===== src/rtl/rv32i_pkg.sv =====
`default_nettype none
// ============================================================================
// Module      : rv32i_pkg
// Description : Shared RV32I front-end constants and types used by the
//               prefetch unit and its instruction queue.
// Revision    : 1.0 - initial release
// ============================================================================
package rv32i_pkg;

   localparam int unsigned c_xlen     = 32;
   localparam int unsigned c_ilen     = 32;
   localparam logic [31:0] c_nop      = 32'h0000_0013;
   localparam logic [31:0] c_reset_pc = 32'h0000_0000;

   // What happens to an incoming memory response in a given cycle
   typedef enum logic [1:0] {
      RESP_IGNORE = 2'd0,   // no response, or nothing outstanding
      RESP_DROP   = 2'd1,   // answers a request made before a redirect
      RESP_FILL   = 2'd2    // answers a live request, written into the queue
   } resp_disp_e;

endpackage
`default_nettype wire


===== src/rtl/fetch_queue.sv =====
`default_nettype none
// ============================================================================
// Module      : fetch_queue
// Description : In-order instruction queue. A slot is allocated (with its PC)
//               when the fetch request is accepted and filled later when the
//               matching response returns. The head is presented to decode
//               as soon as its slot is filled.
// Revision    : 1.0 - initial release
// ============================================================================
module fetch_queue
   import rv32i_pkg::*;
#(
   parameter int unsigned XLEN  = c_xlen,
   parameter int unsigned DEPTH = 4
) (
   input  logic                     clk,
   input  logic                     rst,
   input  logic                     flush,
   input  logic                     alloc,
   input  logic [XLEN-1:0]          alloc_pc,
   input  logic                     fill,
   input  logic [c_ilen-1:0]        fill_data,
   input  logic                     pop,
   output logic [$clog2(DEPTH):0]   count,
   output logic                     head_valid,
   output logic [c_ilen-1:0]        head_data,
   output logic [XLEN-1:0]          head_pc
);

   localparam int unsigned AW = $clog2(DEPTH);
   localparam int unsigned PW = AW + 1;

   logic [PW-1:0]     r_head;
   logic [PW-1:0]     r_tail;
   logic [PW-1:0]     r_fill;
   logic [XLEN-1:0]   r_pc     [DEPTH];
   logic [c_ilen-1:0] r_data   [DEPTH];
   logic [DEPTH-1:0]  r_filled;

   logic [AW-1:0]     w_head_idx;
   logic [AW-1:0]     w_tail_idx;
   logic [AW-1:0]     w_fill_idx;

   assign w_head_idx = r_head[AW-1:0];
   assign w_tail_idx = r_tail[AW-1:0];
   assign w_fill_idx = r_fill[AW-1:0];

   // Extra pointer bit distinguishes full from empty
   assign count      = r_tail - r_head;
   assign head_valid = (count != '0) && r_filled[w_head_idx];
   assign head_data  = r_data[w_head_idx];
   assign head_pc    = r_pc[w_head_idx];

   // Pointer bookkeeping; a flush discards every allocated slot at once
   always_ff @(posedge clk or negedge rst) begin
      if (!rst) begin
         r_head <= '0;
         r_tail <= '0;
         r_fill <= '0;
      end else if (flush) begin
         r_head <= '0;
         r_tail <= '0;
         r_fill <= '0;
      end else begin
         if (pop)   r_head <= r_head + 1'b1;
         if (alloc) r_tail <= r_tail + 1'b1;
         if (fill)  r_fill <= r_fill + 1'b1;
      end
   end

   // Slot storage: record PC on allocation, data and filled bit on response
   always_ff @(posedge clk or negedge rst) begin
      if (!rst) begin
         for (int i = 0; i < int'(DEPTH); i++) begin
            r_pc[i]     <= '0;
            r_data[i]   <= '0;
            r_filled[i] <= 1'b0;
         end
      end else begin
         for (int i = 0; i < int'(DEPTH); i++) begin
            if (flush) begin
               r_filled[i] <= 1'b0;
            end else begin
               if (alloc && (w_tail_idx == AW'(i))) begin
                  r_pc[i]     <= alloc_pc;
                  r_filled[i] <= 1'b0;
               end
               if (fill && (w_fill_idx == AW'(i))) begin
                  r_data[i]   <= fill_data;
                  r_filled[i] <= 1'b1;
               end
            end
         end
      end
   end

endmodule
`default_nettype wire


===== src/rtl/prefetch_unit.sv =====
`default_nettype none
// ============================================================================
// Module      : prefetch_unit
// Description : Instruction prefetcher. Issues sequential word fetches into
//               a small queue, delivers them in order to decode, and handles
//               redirects by flushing the queue and discarding responses to
//               requests that were still outstanding.
// Revision    : 1.0 - initial release
// ============================================================================
module prefetch_unit
   import rv32i_pkg::*;
#(
   parameter int unsigned     XLEN     = c_xlen,
   parameter int unsigned     DEPTH    = 4,
   parameter logic [XLEN-1:0] RESET_PC = XLEN'(c_reset_pc)
) (
   input  logic               clk,
   input  logic               rst,
   output logic               imem_req_valid,
   input  logic               imem_req_ready,
   output logic [XLEN-1:0]    imem_req_addr,
   input  logic               imem_resp_valid,
   input  logic [c_ilen-1:0]  imem_resp_data,
   input  logic               redirect_valid,
   input  logic [XLEN-1:0]    redirect_pc,
   output logic               inst_valid,
   input  logic               inst_ready,
   output logic [c_ilen-1:0]  inst_data,
   output logic [XLEN-1:0]    inst_pc
);

   localparam int unsigned     CW          = $clog2(DEPTH) + 1;
   localparam logic [CW:0]     c_depth_ext = (CW+1)'(DEPTH);

   logic [XLEN-1:0] r_fpc;
   logic            r_run;
   logic [CW-1:0]   r_inflight;
   logic [CW-1:0]   r_drop;

   resp_disp_e      w_resp_disp;
   logic            w_req_fire;
   logic            w_drop_dec;
   logic            w_fill;
   logic            w_pop;
   logic [CW-1:0]   w_count;
   logic [CW:0]     w_outstanding;
   logic            w_room;
   logic            w_unused;

   // Low PC bits of a redirect target are discarded by word alignment
   assign w_unused = ^redirect_pc[1:0];

   // Stale responses still occupy memory-side slots, so they count against
   // capacity; this also keeps drop + in-flight bounded by DEPTH.
   assign w_outstanding  = {1'b0, w_count} + {1'b0, r_drop};
   assign w_room         = (w_outstanding < c_depth_ext);
   assign imem_req_valid = r_run && w_room && !redirect_valid;
   assign imem_req_addr  = r_fpc;
   assign w_req_fire     = imem_req_valid && imem_req_ready;
   assign w_pop          = inst_valid && inst_ready;

   // Classify the incoming response: stale ones are consumed first
   always_comb begin
      w_resp_disp = RESP_IGNORE;
      if (imem_resp_valid) begin
         if (r_drop != '0)          w_resp_disp = RESP_DROP;
         else if (r_inflight != '0) w_resp_disp = RESP_FILL;
      end
   end

   assign w_drop_dec = (w_resp_disp == RESP_DROP);
   assign w_fill     = (w_resp_disp == RESP_FILL);

   // Fetch PC and the one-cycle start-up delay after reset release
   always_ff @(posedge clk or negedge rst) begin
      if (!rst) begin
         r_fpc <= RESET_PC;
         r_run <= 1'b0;
      end else begin
         r_run <= 1'b1;
         if (redirect_valid)  r_fpc <= {redirect_pc[XLEN-1:2], 2'b00};
         else if (w_req_fire) r_fpc <= r_fpc + XLEN'(4);
      end
   end

   // Outstanding-request counters; a redirect turns every unanswered live
   // request into one that must be dropped when it returns.
   always_ff @(posedge clk or negedge rst) begin
      if (!rst) begin
         r_inflight <= '0;
         r_drop     <= '0;
      end else if (redirect_valid) begin
         r_inflight <= '0;
         r_drop     <= r_drop - CW'(w_drop_dec) + r_inflight - CW'(w_fill);
      end else begin
         r_inflight <= r_inflight + CW'(w_req_fire) - CW'(w_fill);
         r_drop     <= r_drop - CW'(w_drop_dec);
      end
   end

   fetch_queue #(
      .XLEN  (XLEN),
      .DEPTH (DEPTH)
   ) u_queue (
      .clk        (clk),
      .rst        (rst),
      .flush      (redirect_valid),
      .alloc      (w_req_fire),
      .alloc_pc   (r_fpc),
      .fill       (w_fill),
      .fill_data  (imem_resp_data),
      .pop        (w_pop),
      .count      (w_count),
      .head_valid (inst_valid),
      .head_data  (inst_data),
      .head_pc    (inst_pc)
   );

endmodule
`default_nettype wire

===== config.mk =====
export PLATFORM = sky130hd
export DESIGN_NAME = prefetch_unit
export DESIGN_NICKNAME = d
export VERILOG_FILES = /design/src/rtl/rv32i_pkg.sv /design/src/rtl/fetch_queue.sv /design/src/rtl/prefetch_unit.sv
export SDC_FILE = /design/constraint.sdc
export NUM_CORES = 1
export LEC_CHECK = 0
export BUFFER_PORTS_ARGS = -buffer_cell sky130_fd_sc_hd__buf_4
export CORE_UTILIZATION = 40
export DETAILED_ROUTE_END_ITERATION = 8
export PLACE_DENSITY = 0.62
export RECOVER_POWER = 25
export REMOVE_ABC_BUFFERS = 1
export SLEW_MARGIN = 20
export SYNTH_ARGS = -nofsm -noshare
export SYNTH_HDL_FRONTEND = slang
export SYNTH_SLANG_ARGS = --single-unit

===== constraint.sdc =====
create_clock -name clk -period 3.7 [get_ports clk]
set_input_delay 0.555 -clock clk [delete_from_list [all_inputs] [get_ports clk]]
set_output_delay 0.555 -clock clk [all_outputs]
set_load 0.02 [all_outputs]

==> flow_summary.json <==
{
  "reg2reg_setup_slack_ps": 270,
  "cts_tree": "built",
  "power_density_mw_per_mm2": 598,
  "htree_levels": 2,
  "r2r-end": "imem_req_addr[27]$_DFFE_PN0N_",
  "synth_area_leaders": "dfrtp_1 (54%), mux2_2 (13%), mux4_2 (10%)",
  "status": "finished with violations",
  "cts-root-to-sink-buffers": 3,
  "synth_top_cell_area_share": 0.542,
  "reg2regPathDepth": 13,
  "syn_area_per_cell_sq_um": 14.4,
  "holdPathStages": 3,
  "layout_commonest_cell": "dfrtp_1",
  "port_buffers": 161,
  "die_x_microns": 187,
  "final_area_sq_mm": 0.0165,
  "pre_cts_ws_ps": 160,
  "fp-row-count": 67,
  "track_usage": 0.184,
  "crit_chain": "inv_1 -> ha_1 -> inv_1 -> fa_1 -> xnor3_1 -> ha_1 -> nor4_4 -> and4b_1 -> buf_4 -> nor2_1 -> buf_4 -> a22oi_1 -> o311ai_1",
  "yosysSeqAreaShare": 0.542,
  "core_sq_mm": 0.0336,
  "post-cts-setup-buffers": 0,
  "clk_pin_slew_ps": 60,
  "setup_ws_ps": 271,
  "fin_crit_sh": 0.927,
  "ctsHoldBuffers": 0,
  "cts_resized": 1,
  "syn_area_sq_mm": 0.0137,
  "crit_type": "flop to flop",
  "cpPeakStageDelay_ps": 720,
  "synth_adder_area_share": 0.0217,
  "netlist_instances": 952,
  "ys_types": 60,
  "vias": 8309,
  "min_period_ps": 3430,
  "antenna_found_initial": 0,
  "grt_pass1_wl_microns": 50700,
  "maxCapViolations": 1,
  "path_max_fanout": 13,
  "post-route-util": 0.491,
  "clock-sinks": 297,
  "nets": 1199,
  "drc": 0,
  "synth_area_leader_cell": "dfrtp_1",
  "viasPerCell": 5.27,
  "grt_max_degree": 87,
  "dp_hpwl_microns": 19400,
  "path_delay_family": "simple AND/OR/NAND/NOR gates",
  "finalSetupViolations": 0,
  "worst_slew_pin_slew_ps": 2200,
  "synth.area.mux_share": 0.302,
  "yosys.area_share.simple": 0.0566,
  "synth_top_family_by_area": "multiplexers",
  "hold_start": "redirect_pc[4]",
  "vdd_drop_max_mv": 0.469,
  "grt_setup_unrepaired": "false",
  "place_congestion": 0.748,
  "die_h_microns": 187,
  "start_util": 0.408,
  "cp.arrival_ps": 3830,
  "synthToLayoutAreaGrowth_pct": 20.5,
  "hold_path_end": "imem_req_addr[4]$_DFFE_PN0N_",
  "cp_num_buf_inv": 4,
  "dr.pass1.iters": 4,
  "io_pins": 168,
  "placed_cell_area_sq_mm": 0.0154,
  "regArea_sq_mm": 0.00744,
  "drtIter0Drc": 417,
  "synth_seq_cells": 297,
  "totalWireLength_microns": 31100,
  "synth_edf_count": 0,
  "tns_ps": 0,
  "cpMaxStageDelayCell": "nor2_1",
  "p_leak_nw": 7.98,
  "r2r_start": "u_queue.r_tail[0]$_DFFE_PN0N_",
  "async_flop_share": 1.00,
  "synth_xor_area_frac": 0.0112,
  "ys.flop_type": "dfrtp_1",
  "end_kind": "flop",
  "worstHoldPathType": "input pin to flop",
  "slew_headroom": -0.464,
  "grt_pass1_vias": 8785,
  "overflow": 0,
  "fillers": 2969,
  "cts-root-buf": "clkbuf_16",
  "drv_slew": 86,
  "skew_ps": 12.5,
  "multi_input_area_sq_mm": 0.00590,
  "violations": "capacitance limit, slew limit",
  "ys_warn_count": 0,
  "numCtsBuffers": 34,
  "startpoint_type": "flop",
  "timing.fmax_ghz": 0.292,
  "wl_per_cell_microns": 19.7,
  "ant_nets": 0,
  "antenna_cells": 0,
  "synth_compound_area_frac": 0.0367,
  "drive_gt1_frac": 0.420,
  "die-area_sq_mm": 0.0350,
  "crit_required_ps": 4100,
  "clk_latency_ps": 510,
  "final_cell_mix": "dfrtp_1 (295), buf_4 (178), mux2_2 (163), mux2_1 (75), mux4_2 (63)",
  "hold_violations": 0
}
[flip-flops by register name (all words and copies together) (netlist names)]
name / cells
imem_req_addr: 30
r_drop: 3
r_inflight: 3
r_run: 1
u_queue.r_data: 128
u_queue.r_fill: 2
u_queue.r_filled: 4
u_queue.r_head: 3
u_queue.r_pc: 120
u_queue.r_tail: 3
[cell families after synthesis]
group,Yosys count
simple gates,150
compound gates,72
buf+inv,88
fa+ha+maj,22
mux,305
xor+xnor,16
other cells,2
flops,297
[worst reg2reg max path: stages, from the launching register on]
cell and delay, ps:
dfrtp_1 420, inv_1 130, ha_1 150, inv_1 50, fa_1 380, xnor3_1 220
ha_1 330, nor4_4 60, and4b_1 210, buf_4 180, nor2_1 720, buf_4 290
a22oi_1 90, o311ai_1 110
[routing by layer]
layer | part of all wire | track usage | vias up | wire [microns]
met5 | 0 | 0 | - | 0
met4 | 0.018 | 0.0460 | 0 | 555
met3 | 0.065 | 0.0499 | 41 | 2030
met2 | 0.46 | 0.286 | 196 | 14300
met1 | 0.46 | 0.256 | 4264 | 14200
li1 | - | - | 3808 | -
[worst max path at each step]
| stage | from | to | slack (ps) | cells past startpoint |
|---|---|---|---|---|
| final | u_queue.r_tail[0]$_DFFE_PN0N_ | imem_req_addr[27]$_DFFE_PN0N_ | 270 | 13 |
| after global routing | u_queue.r_tail[0]$_DFFE_PN0N_ | imem_req_addr[19]$_DFFE_PN0N_ | 20 | 13 |
| after CTS | u_queue.r_tail[0]$_DFFE_PN0N_ | imem_req_addr[19]$_DFFE_PN0N_ | 140 | 13 |
| after detailed placement | u_queue.r_tail[0]$_DFFE_PN0N_ | imem_req_addr[19]$_DFFE_PN0N_ | 160 | 13 |
| after global placement | u_queue.r_tail[0]$_DFFE_PN0N_ | imem_req_addr[19]$_DFFE_PN0N_ | 220 | 13 |
| after floorplan | u_queue.r_head[0]$_DFFE_PN0P_ | u_queue.r_pc[10]$_DFFE_PN0P_ | -2620 | 9 |
[Yosys cell counts (8+ instances only)]
cell        n
buf_1      10
buf_2      31
buf_4       8
clkbuf_1   18
dfrtp_1   297
ha_1       19
inv_1      19
mux2_1     75
mux2_2    163
mux4_2     63
nand2_1    62
nand3_1    18
nand4_1    10
nor2_1     22
o211ai_1   11
o21ai_0    26
xnor2_1     8
[area by class of cell]
| type | count | share of cell area |
|---|---|---|
| Timing Repair Buffer | 185 | 0.0861 |
| Sequential cell | 297 | 0.450 |
| Inverter | 19 | 0.00432 |
| Clock inverter | 7 | 0.00364 |
| Tap cell | 448 | 0.0339 |
| Multi-Input combinational cell | 570 | 0.357 |
| Clock buffer | 52 | 0.0643 |
[report_power, final]
group          switching, mW  internal [mW]
Combinational           1.17           1.24
Clock                   1.30           2.04
Sequential             0.346           3.78
[metrics by stage]
step	total power [mW]	hold WS, ps	instances
2_1_floorplan	5.58	259	886
3_3_place_gp	6.57	459	1519
3_5_place_dp	6.64	468	1519
4_1_cts	10.0	82.4	1578
5_1_grt	10.4	228	1578
6_report	9.88	244	1578
No activity file was read; power rests on OpenSTA's default activity.
